## src/rtl/bw_clk_cl_hdr_seq.sv

```systemverilog
// N-cluster clock-header sequencer: staggered per-cluster clock enables, timed
// per-cluster reset release, and a gated debug-init pulse, with a scan chain through the enables.
module bw_clk_cl_hdr_seq #(
    parameter int NUM_CL    = 4,
    parameter int STAGGER   = 4,
    parameter int RST_HOLD  = 8,
    parameter int DBG_PULSE = 3
) (
    input  logic              i_gclk,
    input  logic              i_grst,
    input  logic              i_cken_req,
    input  logic [NUM_CL-1:0] i_cluster_mask,
    input  logic              i_dbginit_req,
    input  logic              i_si,
    input  logic              i_se,
    output logic [NUM_CL-1:0] o_cluster_cken,
    output logic [NUM_CL-1:0] o_cluster_grst_l,
    output logic [NUM_CL-1:0] o_dbginit_l,
    output logic              o_busy,
    output logic              o_so
);

    localparam int SW = (STAGGER > 1) ? $clog2(STAGGER) : 1;
    localparam int RW = (RST_HOLD > 1) ? $clog2(RST_HOLD) : 1;
    localparam int PW = (DBG_PULSE > 1) ? $clog2(DBG_PULSE) : 1;
    localparam logic [SW-1:0] STAG_LAST = SW'(STAGGER - 1);
    localparam logic [RW-1:0] RH_LAST   = RW'(RST_HOLD - 1);
    localparam logic [PW-1:0] PL_LAST   = PW'(DBG_PULSE - 1);

    typedef enum logic [1:0] {S_IDLE, S_RAMP_UP, S_ON, S_RAMP_DOWN} state_t;

    state_t            r_state;
    state_t            w_state_nxt;
    logic [SW-1:0]     r_stag;
    logic [NUM_CL-1:0] r_cken;
    logic [NUM_CL-1:0] r_grst_l;
    logic [NUM_CL-1:0] r_dbginit_l;
    logic [RW-1:0]     r_rcnt [NUM_CL];
    logic              r_dbg_pend;
    logic              r_pulse;
    logic [PW-1:0]     r_pcnt;

    logic              w_boundary;
    logic              w_busy_cur;
    logic              w_busy_nxt;
    logic              w_dbg_accept;
    logic              w_pulse_nxt;
    logic [NUM_CL-1:0] w_lo_cand;
    logic [NUM_CL-1:0] w_hi_on;
    logic [NUM_CL-1:0] w_cken_step;
    logic [NUM_CL-1:0] w_shift;
    logic [NUM_CL-1:0] w_cken_nxt;

    // Lowest enable candidate, highest running cluster, and the scan-shifted enable vector.
    always_comb begin
        w_lo_cand = '0;
        w_hi_on   = '0;
        w_shift   = '0;
        for (int i = NUM_CL - 1; i >= 0; i--) begin
            if (i_cluster_mask[i] && !r_cken[i]) begin
                w_lo_cand    = '0;
                w_lo_cand[i] = 1'b1;
            end
        end
        for (int i = 0; i < NUM_CL; i++) begin
            if (r_cken[i]) begin
                w_hi_on    = '0;
                w_hi_on[i] = 1'b1;
            end
        end
        w_shift[0] = i_si;
        for (int i = 1; i < NUM_CL; i++) begin
            w_shift[i] = r_cken[i-1];
        end
    end

    always_ff @(posedge i_gclk) begin
        if (i_grst) begin
            r_state <= S_IDLE;
        end else if (!i_se) begin
            r_state <= w_state_nxt;
        end
    end

    always_comb begin
        w_state_nxt = r_state;
        w_cken_step = r_cken;
        w_boundary  = (r_stag == '0);
        case (r_state)
            S_IDLE: begin
                if (i_cken_req) w_state_nxt = S_RAMP_UP;
            end
            S_RAMP_UP: begin
                if (w_boundary) begin
                    if (!i_cken_req) begin
                        w_state_nxt = S_RAMP_DOWN;
                        w_cken_step = r_cken & ~w_hi_on;
                    end else if (w_lo_cand == '0) begin
                        w_state_nxt = S_ON;
                    end else begin
                        w_cken_step = r_cken | w_lo_cand;
                    end
                end
            end
            S_ON: begin
                if (!i_cken_req) w_state_nxt = S_RAMP_DOWN;
            end
            S_RAMP_DOWN: begin
                if (w_boundary) begin
                    if (i_cken_req) begin
                        w_state_nxt = S_RAMP_UP;
                        w_cken_step = r_cken | w_lo_cand;
                    end else if (r_cken == '0) begin
                        w_state_nxt = S_IDLE;
                    end else begin
                        w_cken_step = r_cken & ~w_hi_on;
                    end
                end
            end
            default: w_state_nxt = S_IDLE;
        endcase
        w_cken_nxt = i_se ? w_shift : w_cken_step;
    end

    always_comb begin
        w_busy_cur = (r_state == S_RAMP_UP) || (r_state == S_RAMP_DOWN);
        w_busy_nxt = (w_state_nxt == S_RAMP_UP) || (w_state_nxt == S_RAMP_DOWN);
        o_busy     = w_busy_cur;
        o_so       = r_cken[NUM_CL-1];
    end

    // Slot timer runs only across consecutive ramp cycles, so each new ramp starts on slot 0.
    always_ff @(posedge i_gclk) begin
        if (i_grst) begin
            r_stag <= '0;
        end else if (!i_se) begin
            if (w_busy_cur && w_busy_nxt) begin
                r_stag <= (r_stag == STAG_LAST) ? '0 : r_stag + SW'(1);
            end else begin
                r_stag <= '0;
            end
        end
    end

    always_ff @(posedge i_gclk) begin
        if (i_grst) begin
            r_cken <= '0;
        end else begin
            r_cken <= w_cken_nxt;
        end
    end

    // Reset release: a fresh enable restarts the count, a disable drops reset on the same edge.
    always_ff @(posedge i_gclk) begin
        if (i_grst) begin
            r_grst_l <= '0;
            for (int i = 0; i < NUM_CL; i++) r_rcnt[i] <= '0;
        end else if (!i_se) begin
            for (int i = 0; i < NUM_CL; i++) begin
                if (!w_cken_nxt[i] || !r_cken[i]) begin
                    r_grst_l[i] <= 1'b0;
                    r_rcnt[i]   <= '0;
                end else if (!r_grst_l[i]) begin
                    if (r_rcnt[i] == RH_LAST) r_grst_l[i] <= 1'b1;
                    else                      r_rcnt[i]   <= r_rcnt[i] + RW'(1);
                end
            end
        end
    end

    always_comb begin
        w_dbg_accept = (r_state == S_ON) && i_dbginit_req && !r_pulse && !r_dbg_pend;
        w_pulse_nxt  = i_se ? r_pulse : (r_dbg_pend || (r_pulse && (r_pcnt != '0)));
    end

    always_ff @(posedge i_gclk) begin
        if (i_grst) begin
            r_dbg_pend  <= 1'b0;
            r_pulse     <= 1'b0;
            r_pcnt      <= '0;
            r_dbginit_l <= '1;
        end else if (!i_se) begin
            r_dbg_pend  <= w_dbg_accept;
            r_pulse     <= w_pulse_nxt;
            r_dbginit_l <= ~({NUM_CL{w_pulse_nxt}} & w_cken_nxt);
            if (r_dbg_pend)                 r_pcnt <= PL_LAST;
            else if (r_pulse && r_pcnt != 0) r_pcnt <= r_pcnt - PW'(1);
        end
    end

    assign o_cluster_cken   = r_cken;
    assign o_cluster_grst_l = r_grst_l;
    assign o_dbginit_l      = r_dbginit_l;

endmodule

```

## config.mk

```make
export PLATFORM = sky130hd
export DESIGN_NAME = bw_clk_cl_hdr_seq
export DESIGN_NICKNAME = d
export VERILOG_FILES = /design/src/rtl/bw_clk_cl_hdr_seq.sv
export SDC_FILE = /design/constraint.sdc
export NUM_CORES = 1
export LEC_CHECK = 0
export ABC_AREA = 1
export BUFFER_PORTS_ARGS = -buffer_cell sky130_fd_sc_hd__buf_2
export CORE_AREA = 2 2 74 76
export CTS_BUF_LIST = sky130_fd_sc_hd__clkbuf_4 sky130_fd_sc_hd__clkbuf_8 sky130_fd_sc_hd__clkbuf_16
export DETAILED_ROUTE_END_ITERATION = 12
export DIE_AREA = 0 0 76 78
export HOLD_SLACK_MARGIN = 0.15
export PLACE_DENSITY = 0.52
export SLEW_MARGIN = 15
export SYNTH_ARGS = -nofsm -noshare
export SYNTH_HDL_FRONTEND = slang
export SYNTH_SLANG_ARGS = --single-unit
```

## constraint.sdc

```tcl
create_clock -name i_gclk -period 2 [get_ports i_gclk]
set_clock_uncertainty 0.2 [all_clocks]
set_input_delay 0 -clock i_gclk [delete_from_list [all_inputs] [get_ports i_gclk]]
set_output_delay 0 -clock i_gclk [all_outputs]
set_load 0.05 [all_outputs]
```

======== Word level (Yosys, flattened, before mapping) ========
Memories as Yosys holds them, arrays and structs flattened.
Index checks and enable logic that the tools add are counted.
cells by class
  $add $sub $neg .......................... 6
  bitwise gates (word level) .............. 14
  muxes and demuxes ....................... 92
  reduce and logical (&&, ||, !) cells .... 33
  eq/ne operators ......................... 10
operator list
  cell                                                                number
  1-bit 2-to-1 mux                                                    56
  4-bit 2-to-1 mux                                                    14
  2-bit 2-to-1 mux                                                    12
  3-bit 2-to-1 mux                                                    8
  3-bit by 1-bit adder with 3-bit output, second input constant       4
  3-bit == test, second input constant                                4
  1-bit logical NOT                                                   10
  1-bit logical AND                                                   9
  4-bit AND                                                           2
  2-bit == test, second input constant                                4
  4-bit logical NOT                                                   2
  4-bit NOT                                                           2
  1-bit OR                                                            8
  2-bit case mux with 4 select lines                                  1
  4-bit case mux with 2 select lines                                  1
  1-bit logical OR                                                    7
  2-bit by 1-bit == test with 1-bit output, second input constant     2
  2-bit logical NOT                                                   2
  4-bit OR                                                            1
  2-bit nonzero test                                                  2
  2-bit by 1-bit adder with 2-bit output, second input constant       1
  2-bit AND reduction                                                 1
  2-bit by 1-bit subtractor with 2-bit output, second input constant  1
  1-bit NOT                                                           1
word-level totals
  memory bits (writable) .................. 12
  output and inout port bits .............. 14
  word-level logic and storage cells ...... 164
  flip-flop bits (word level) ............. 20
  bits of input ports ..................... 10
  memories ................................ 1
memory list
  memory  words  bits a word  read ports  clocked after Yosys merged registers in  wr ports  line  source
  r_rcnt  4      3            4           0                                        4         38    logic [RW-1:0] r_rcnt [NUM_CL];

======== Longest topological paths before layout ========
Gate-level depths: netlist of run 1.
  depth after elaboration ................. 20
  depth in mapped cells ................... 12
  depth with buffers taken out ............ 12

======== Least setup slack after synthesis of run 1 ========
No wires, ideal clock.
  path kind ............................... reg2reg
  start point ............................. register r_cken[0], in the netlist o_cluster_cken[0]
  end point ............................... memory r_rcnt[3][0] (netlist name) (enable)
  cell stages (with the launch flop) ...... 12
  arrival time ............................ 1.543 ns
  buffers on the path ..................... 0
  period minus slack after synthesis ...... 2.002 ns
  required time ........................... 1.542 ns
  path slack .............................. -0.002 ns
  setup time .............................. 0.258 ns
  cell sequence ........................... dfxtp_1 -> inv_1 -> nand2_1 -> nand2_1 -> nor2_2 -> nand2_1 -> nand2_1 -> nand2_1 -> nand2_2 -> nand3_1 -> nand2_1 -> nand2_1
RTL lines
  what                    line  source
  from (decl)             35    logic [NUM_CL-1:0] r_cken;
  from (signal assigned)  149   r_cken <= w_cken_nxt;
  to (decl)               38

==> results of run 1 <==
-- per-stage QoR --
step / worst slack (ns) / power (uW)
finish: 0.0967 / 1530
floorplan: 0.0344 / 923
CTS: 0.0413 / 1550
global placement: 0.0551 / 994
global route: -0.00212 / 1610
detailed placement: 0.0551 / 993
-- cell usage after synthesis (5+ instances only) --
library cell / count / area share (%)
dfxtp_1: 20 / 23
edfxtp_1: 12 / 21
ha_1: 11 / 8.0
nand3_1: 14 / 4.1
a21oi_1: 11 / 3.2
nand3_2: 6 / 3.5
nand4_1: 7 / 2.6
o21ai_0: 8 / 2.3
nor2_1: 38 / 8.3
inv_1: 28 / 6.1
nand2_1: 38 / 8.3
nor3_1: 5 / 1.5
-- flip-flops by register name (all words and copies together), names as in the netlist --
| register | count |
|---|---|
| r_rcnt | 12 |
| r_state | 2 |
| o_cluster_cken | 4 |
| o_dbginit_l | 4 |
| r_pulse | 1 |
| r_stag | 2 |
| o_cluster_grst_l | 4 |
| r_pcnt | 2 |
| r_dbg_pend | 1 |
-- repair_timing --
action	4_1_cts	5_1_grt
endpoints found under the setup margin	0	13
hold buffers	9	0
buffers inserted	0	1
resized for setup	0	5
hold endpoints to repair	25	0
-- power by group through the flow --
| stage | clock, uW | sequential [uW] | combinational [uW] |
|---|---|---|---|
| 2_1_floorplan | 0 | 776 | 146 |
| 3_3_place_gp | 0 | 740 | 253 |
| 3_5_place_dp | 0 | 741 | 252 |
| 4_1_cts | 554 | 727 | 267 |
| 5_1_grt | 579 | 730 | 298 |
| 6_report | 539 | 726 | 269 |
-- tightest hold or removal path, delay by kind of cell, from the launching register on --
kind,cells,cell delay (ns)
simple gates,1,0.05
flops,1,0.33
compound gates,1,0.06
-- area by class of cell --
| class | instances | area [um^2] | share of cell area, % |
|---|---|---|---|
| repair buffers | 42 | 280 | 13.0 |
| clock buffers | 8 | 97.6 | 4.52 |
| well taps | 70 | 87.6 | 4.06 |
| inverters | 31 | 116 | 5.39 |
| multi-input cells | 150 | 813 | 37.7 |
| flip-flops and latches | 32 | 763 | 35.4 |
-- cell families after synthesis --
family | after synthesis | synth area share, %
adders and majority gates | 11 | 8.02
DFF | 32 | 44.3
AOI/OAI and AO/OA | 25 | 7.95
buffers and inverters | 39 | 9.26
and+or+nand+nor | 114 | 30.4
-- routing by layer --
| layer | part of all wire (%) | global-route usage, % | vias to the layer above |
|---|---|---|---|
| met3 | 3.4 | 3.72 | 6 |
| met5 | 0 | 0 | - |
| met4 | 1.7 | 5.45 | 0 |
| li1 | - | - | 810 |
| met2 | 44 | 21.6 | 19 |
| met1 | 51 | 18.2 | 649 |
-- worst max path at each step --
stage                                  from            to  slack, ns  cells after the start
after floorplan           o_cluster_cken[1]  r_rcnt[3][0]       0.03                     11
after global placement            r_stag[0]  r_rcnt[0][0]       0.06                      8
after detailed placement          r_stag[0]  r_rcnt[1][1]       0.06                     11
after CTS                         r_stag[0]  r_rcnt[1][1]       0.04                     11
after global routing              r_stag[0]  r_rcnt[0][1]     -0.002                      8
final                             r_stag[0]  r_rcnt[0][1]        0.1                      8
==> impl_metrics.env, run 1 <==
export IMPL_clk_pin_slew_worst_paths_ns=0.07
export IMPL_syn_nets=242
export IMPL_p_leak_uw=0.00100
export IMPL_ys_warn_count=0
export IMPL_cp_cell_sequence="inv_1, ha_2, nand2_2, o21ai_1, nand2_1, o21ai_2, nand3_2, nand3_4"
export IMPL_antennaDiodeCount=0
export IMPL_finalWirelength_um=3880
export IMPL_min_path_type="reg2reg"
export IMPL_final_cell_mix="nand2_1 (38), nor2_1 (37), inv_1 (28)"
export IMPL_dp_hpwl_um=2820
export IMPL_dr_first_iter_drc_count=66
export IMPL_fill_cells=511
export IMPL_grt_pass1_wl_um=6430
export IMPL_postLayoutCellArea_mm2=0.00216
export IMPL_p_comb_share_pct=17.5
export IMPL_crit_required_ns=1.80
export IMPL_place_inst=315
export IMPL_synthArstFlopShare_pct=0
export IMPL_start_util_pct=34.0
export IMPL_r2r_start="r_stag[0]"
export IMPL_cp_data_arrival_time_ns=1.70
export IMPL_drt_first_pass_iters=4
export IMPL_r2r_setup_slack_ns=0.1
export IMPL_outcome="completed"
export IMPL_grt_antenna_before_repair=0
export IMPL_whs_endpoint="o_dbginit_l[0]"
export IMPL_switching_share_pct=28.2
export IMPL_max_stage_delay_ns=0.33
export IMPL_core_area_mm2=0.00504
export IMPL_worst_path_max_fanout=5
export IMPL_synth_cell_type_count=24
export IMPL_grt_pass1_vias=1412
export IMPL_drv_slew=0
export IMPL_yosys_most_used_dff="dfxtp_1"
export IMPL_utilization_pct=42.8
export IMPL_drtAntennaViolNets=0
export IMPL_die_x_um=76
export IMPL_clkPwrFrac_pct=35.1
export IMPL_num_nets_final=283
export IMPL_critPathKind="reg2reg"
export IMPL_ys_ff_latch=32
export IMPL_dieHeight_um=78
export IMPL_yosysSeqAreaShare_pct=44.3
export IMPL_whs_ns=0.272
export IMPL_start_kind="register"
export IMPL_grt_usage_pct=13.8
export IMPL_ios=24
export IMPL_vias=1484
export IMPL_grt_overflow=0
export IMPL_fin_cells=333
export IMPL_hold_viol_final=0
export IMPL_layout_commonest_cell="nand2_1"
export IMPL_hp_start="o_dbginit_l[0]"
export IMPL_power_density_mw_per_mm2=711
export IMPL_intPower_uw=1100
export IMPL_crit_family="simple AND/OR/NAND/NOR gates"
export IMPL_io_buffers=23
export IMPL_die_area_mm2=0.00593
export IMPL_max_freq_ghz=0.525
export IMPL_cts_buffer_depth=2
export IMPL_min_path_cells=2
export IMPL_switchingPower_uw=433
export IMPL_synth_area_mm2=0.00172
export IMPL_slowest_stage="dfxtp_2"
export IMPL_synth_cells=221
export IMPL_fin_crit_sh_pct=95.2
export IMPL_placed_cell_area_mm2=0.00194
export IMPL_numCtsBuffers=5
export IMPL_viasPerCell=4.46
export IMPL_grt_max_degree=16
export IMPL_drt_drc_violations_left=0
export IMPL_synth_edf_count=12
export IMPL_cts_tree="built"
export IMPL_area_growth_syn_to_layout_pct=25.8
export IMPL_vdd_ir_drop_max_mv=0.454
export IMPL_r2r_cells=8
export IMPL_r2r_end="r_rcnt[0][1]"
export IMPL_synth_area_per_cell_um2=7.76
export IMPL_worstMarginPinSlew_ns=0.257
export IMPL_clock_sinks=32
export IMPL_place_congestion=0.789
export IMPL_pwr_share_seq_pct=47.3
export IMPL_fin_crit_ns=1.90
export IMPL_htree_levels=2
export IMPL_cts_root_buf="clkbuf_8"
export IMPL_max_cap_violations=0
export IMPL_setup_viol=0
export IMPL_wl_per_cell_um=11.7
export IMPL_drive_above_1_share_pct=23.6
export IMPL_crit_buf_inv=1
export IMPL_insertion_delay_ns=0.28
export IMPL_crit_path_end_kind="register"
export IMPL_setup_tns_final_ns=0
export IMPL_max_slew_margin_pct=82.7
export IMPL_num_rows=26
Note: power is estimated with default switching activity, not from simulation.
==> inputs of run 2 (changes only) <==
--- a/config.mk
+++ b/config.mk
@@ -7,12 +7,12 @@
 export LEC_CHECK = 0
 export ABC_AREA = 1
 export BUFFER_PORTS_ARGS = -buffer_cell sky130_fd_sc_hd__buf_2
-export CORE_AREA = 2 2 74 76
+export CORE_AREA = 2 2 65 67
 export CTS_BUF_LIST = sky130_fd_sc_hd__clkbuf_4 sky130_fd_sc_hd__clkbuf_8 sky130_fd_sc_hd__clkbuf_16
 export DETAILED_ROUTE_END_ITERATION = 12
-export DIE_AREA = 0 0 76 78
+export DIE_AREA = 0 0 67 69
 export HOLD_SLACK_MARGIN = 0.15
-export PLACE_DENSITY = 0.52
+export PLACE_DENSITY = 0.65
 export SLEW_MARGIN = 15
 export SYNTH_ARGS = -nofsm -noshare
 export SYNTH_HDL_FRONTEND = slang
==> impl_metrics.env, run 2 (synthesized netlist as in run 1, its figures left out) <==
export IMPL_outcome="completed"
export IMPL_clock_sinks=32
export IMPL_grt_max_degree=16
export IMPL_regMostFlops="r_rcnt"
export IMPL_max_stage_delay_ns=0.33
export IMPL_finalWirelength_um=3700
export IMPL_dieHeight_um=69
export IMPL_antennaDiodeCount=0
export IMPL_grt_pass1_wl_um=6160
export IMPL_drt_first_pass_iters=4
export IMPL_wl_per_cell_um=11.7
export IMPL_cts_tree="built"
export IMPL_vias=1538
export IMPL_critPathKind="reg2reg"
export IMPL_max_slew_margin_pct=66.5
export IMPL_num_nets_final=287
export IMPL_whs_ns=0.277
export IMPL_drt_drc_violations_left=0
export IMPL_final_cell_mix="nor2_1 (38), nand2_1 (38), inv_1 (28)"
export IMPL_cts_buffer_depth=2
export IMPL_insertion_delay_ns=0.29
export IMPL_start_util_pct=43.8
export IMPL_die_x_um=67
export IMPL_numCtsBuffers=5
export IMPL_slowest_stage="dfxtp_2"
export IMPL_finalPower_uw=1530
export IMPL_area_growth_syn_to_layout_pct=27.0
export IMPL_place_congestion=0.808
export IMPL_clk_pin_slew_worst_paths_ns=0.07
export IMPL_fin_crit_ns=1.87
export IMPL_dp_hpwl_um=2660
export IMPL_cp_data_arrival_time_ns=1.67
export IMPL_ios=24
export IMPL_grt_pass1_vias=1419
export IMPL_fill_cells=394
export IMPL_drtAntennaViolNets=0
export IMPL_start_kind="register"
export IMPL_largest_reg_flops=12
export IMPL_grt_overflow=0
export IMPL_p_leak_uw=0.00102
export IMPL_crit_path_end_kind="register"
export IMPL_cts_root_buf="clkbuf_8"
export IMPL_vdd_ir_drop_max_mv=0.437
export IMPL_grt_antenna_before_repair=0
export IMPL_max_freq_ghz=0.535
export IMPL_drv_slew=0
export IMPL_setup_tns_final_ns=0
export IMPL_crit_required_ns=1.80
export IMPL_setup_viol=0
export IMPL_cp_cell_sequence="inv_1, ha_4, nand2_2, o21ai_1, nand2_1, o21ai_2, nand3_2, nand3_4"
export IMPL_worstMarginPinSlew_ns=0.501
export IMPL_power_density_mw_per_mm2=705
export IMPL_num_rows=23
export IMPL_fin_crit_sh_pct=93.5
export IMPL_die_area_mm2=0.00462
export IMPL_drive_above_1_share_pct=22.1
export IMPL_dr_first_iter_drc_count=74
export IMPL_htree_levels=2
export IMPL_worst_path_max_fanout=5
export IMPL_viasPerCell=4.85
export IMPL_max_cap_violations=0
export IMPL_core_area_mm2=0.00391
export IMPL_min_path_type="reg2reg"
export IMPL_hold_viol_final=0
export IMPL_io_buffers=23
export IMPL_grt_usage_pct=17.5
## run 2: cell count changes in the layout (fill, tap and decap cells not counted)
cell / previous run / this run
nor2_2: 3 / 2
nand3_1: 13 / 14
ha_4: 0 / 1
nand3_2: 6 / 5
nor2_1: 37 / 38
buf_4: 10 / 9
ha_2: 1 / 0
dlygate4sd3_1: 9 / 14
## run 2: stage by stage
| stage | setup WS (ns) | instance area [um^2] | utilization [%] | cells |
|---|---|---|---|---|
| floorplan | 0.0344 | 1720 | - | 221 |
| global placement | 0.0923 | 1900 | 48.7 | 293 |
| detailed placement | 0.0739 | 1900 | 48.7 | 293 |
| CTS | 0.0498 | 2140 | 54.7 | 315 |
| global route | -0.00283 | 2180 | 55.7 | 317 |
| finish | 0.131 | 2180 | 55.7 | 317 |
## run 2: worst paths after layout
check                                       to           start  depth (start not counted)  slack (ns)
worst min-delay path            o_dbginit_l[0]  o_dbginit_l[0]                          2        0.28
worst min register to register  o_dbginit_l[0]  o_dbginit_l[0]                          2        0.28
worst max register to register    r_rcnt[0][0]       r_stag[0]                          8        0.13
worst max-delay path              r_rcnt[0][0]       r_stag[0]                          8        0.13
## run 2: where the power goes
part | total, uW | internal [uW] | leakage (uW) | switching [uW]
combinational | 271 | 93.4 | 0.000673 | 177
clock | 536 | 307 | 0.0000523 | 228
sequential | 728 | 706 | 0.000298 | 22.1
## run 2: what timing repair did
item | 4_1_cts | 5_1_grt
hold buffers | 14 | 0
buffers inserted | 0 | 2
hold endpoints to repair | 25 | 0
setup endpoints to repair | 0 | 13
gates resized for setup | 0 | 4
## run 2: area by class of cell
class / count / area (um^2) / area share (%)
Clock buffer: 8 / 97.6 / 4.48
Inverter: 31 / 116 / 5.34
Multi-Input combinational cell: 150 / 816 / 37.4
Sequential cell: 32 / 763 / 35.0
Tap cell: 50 / 62.6 / 2.87
Timing Repair Buffer: 46 / 323 / 14.8
## run 2: worst max-delay path, delay by kind of cell (launching register included)
| kind | cells | cell delay [ns] |
|---|---|---|
| AO/OA/AOI/OAI | 2 | 0.34 |
| adder cells (fa/ha/maj) | 1 | 0.16 |
| buffers and inverters | 1 | 0.09 |
| flip-flops | 1 | 0.33 |
| AND/OR/NAND/NOR | 4 | 0.45 |
## run 2: layer usage
layer	vias up	wire length [um]	global-route usage [%]
li1	808	-	-
met1	692	1850	23.6
met2	28	1600	25.7
met3	10	168	5.55
met4	0	87	7.03
met5	-	0	0
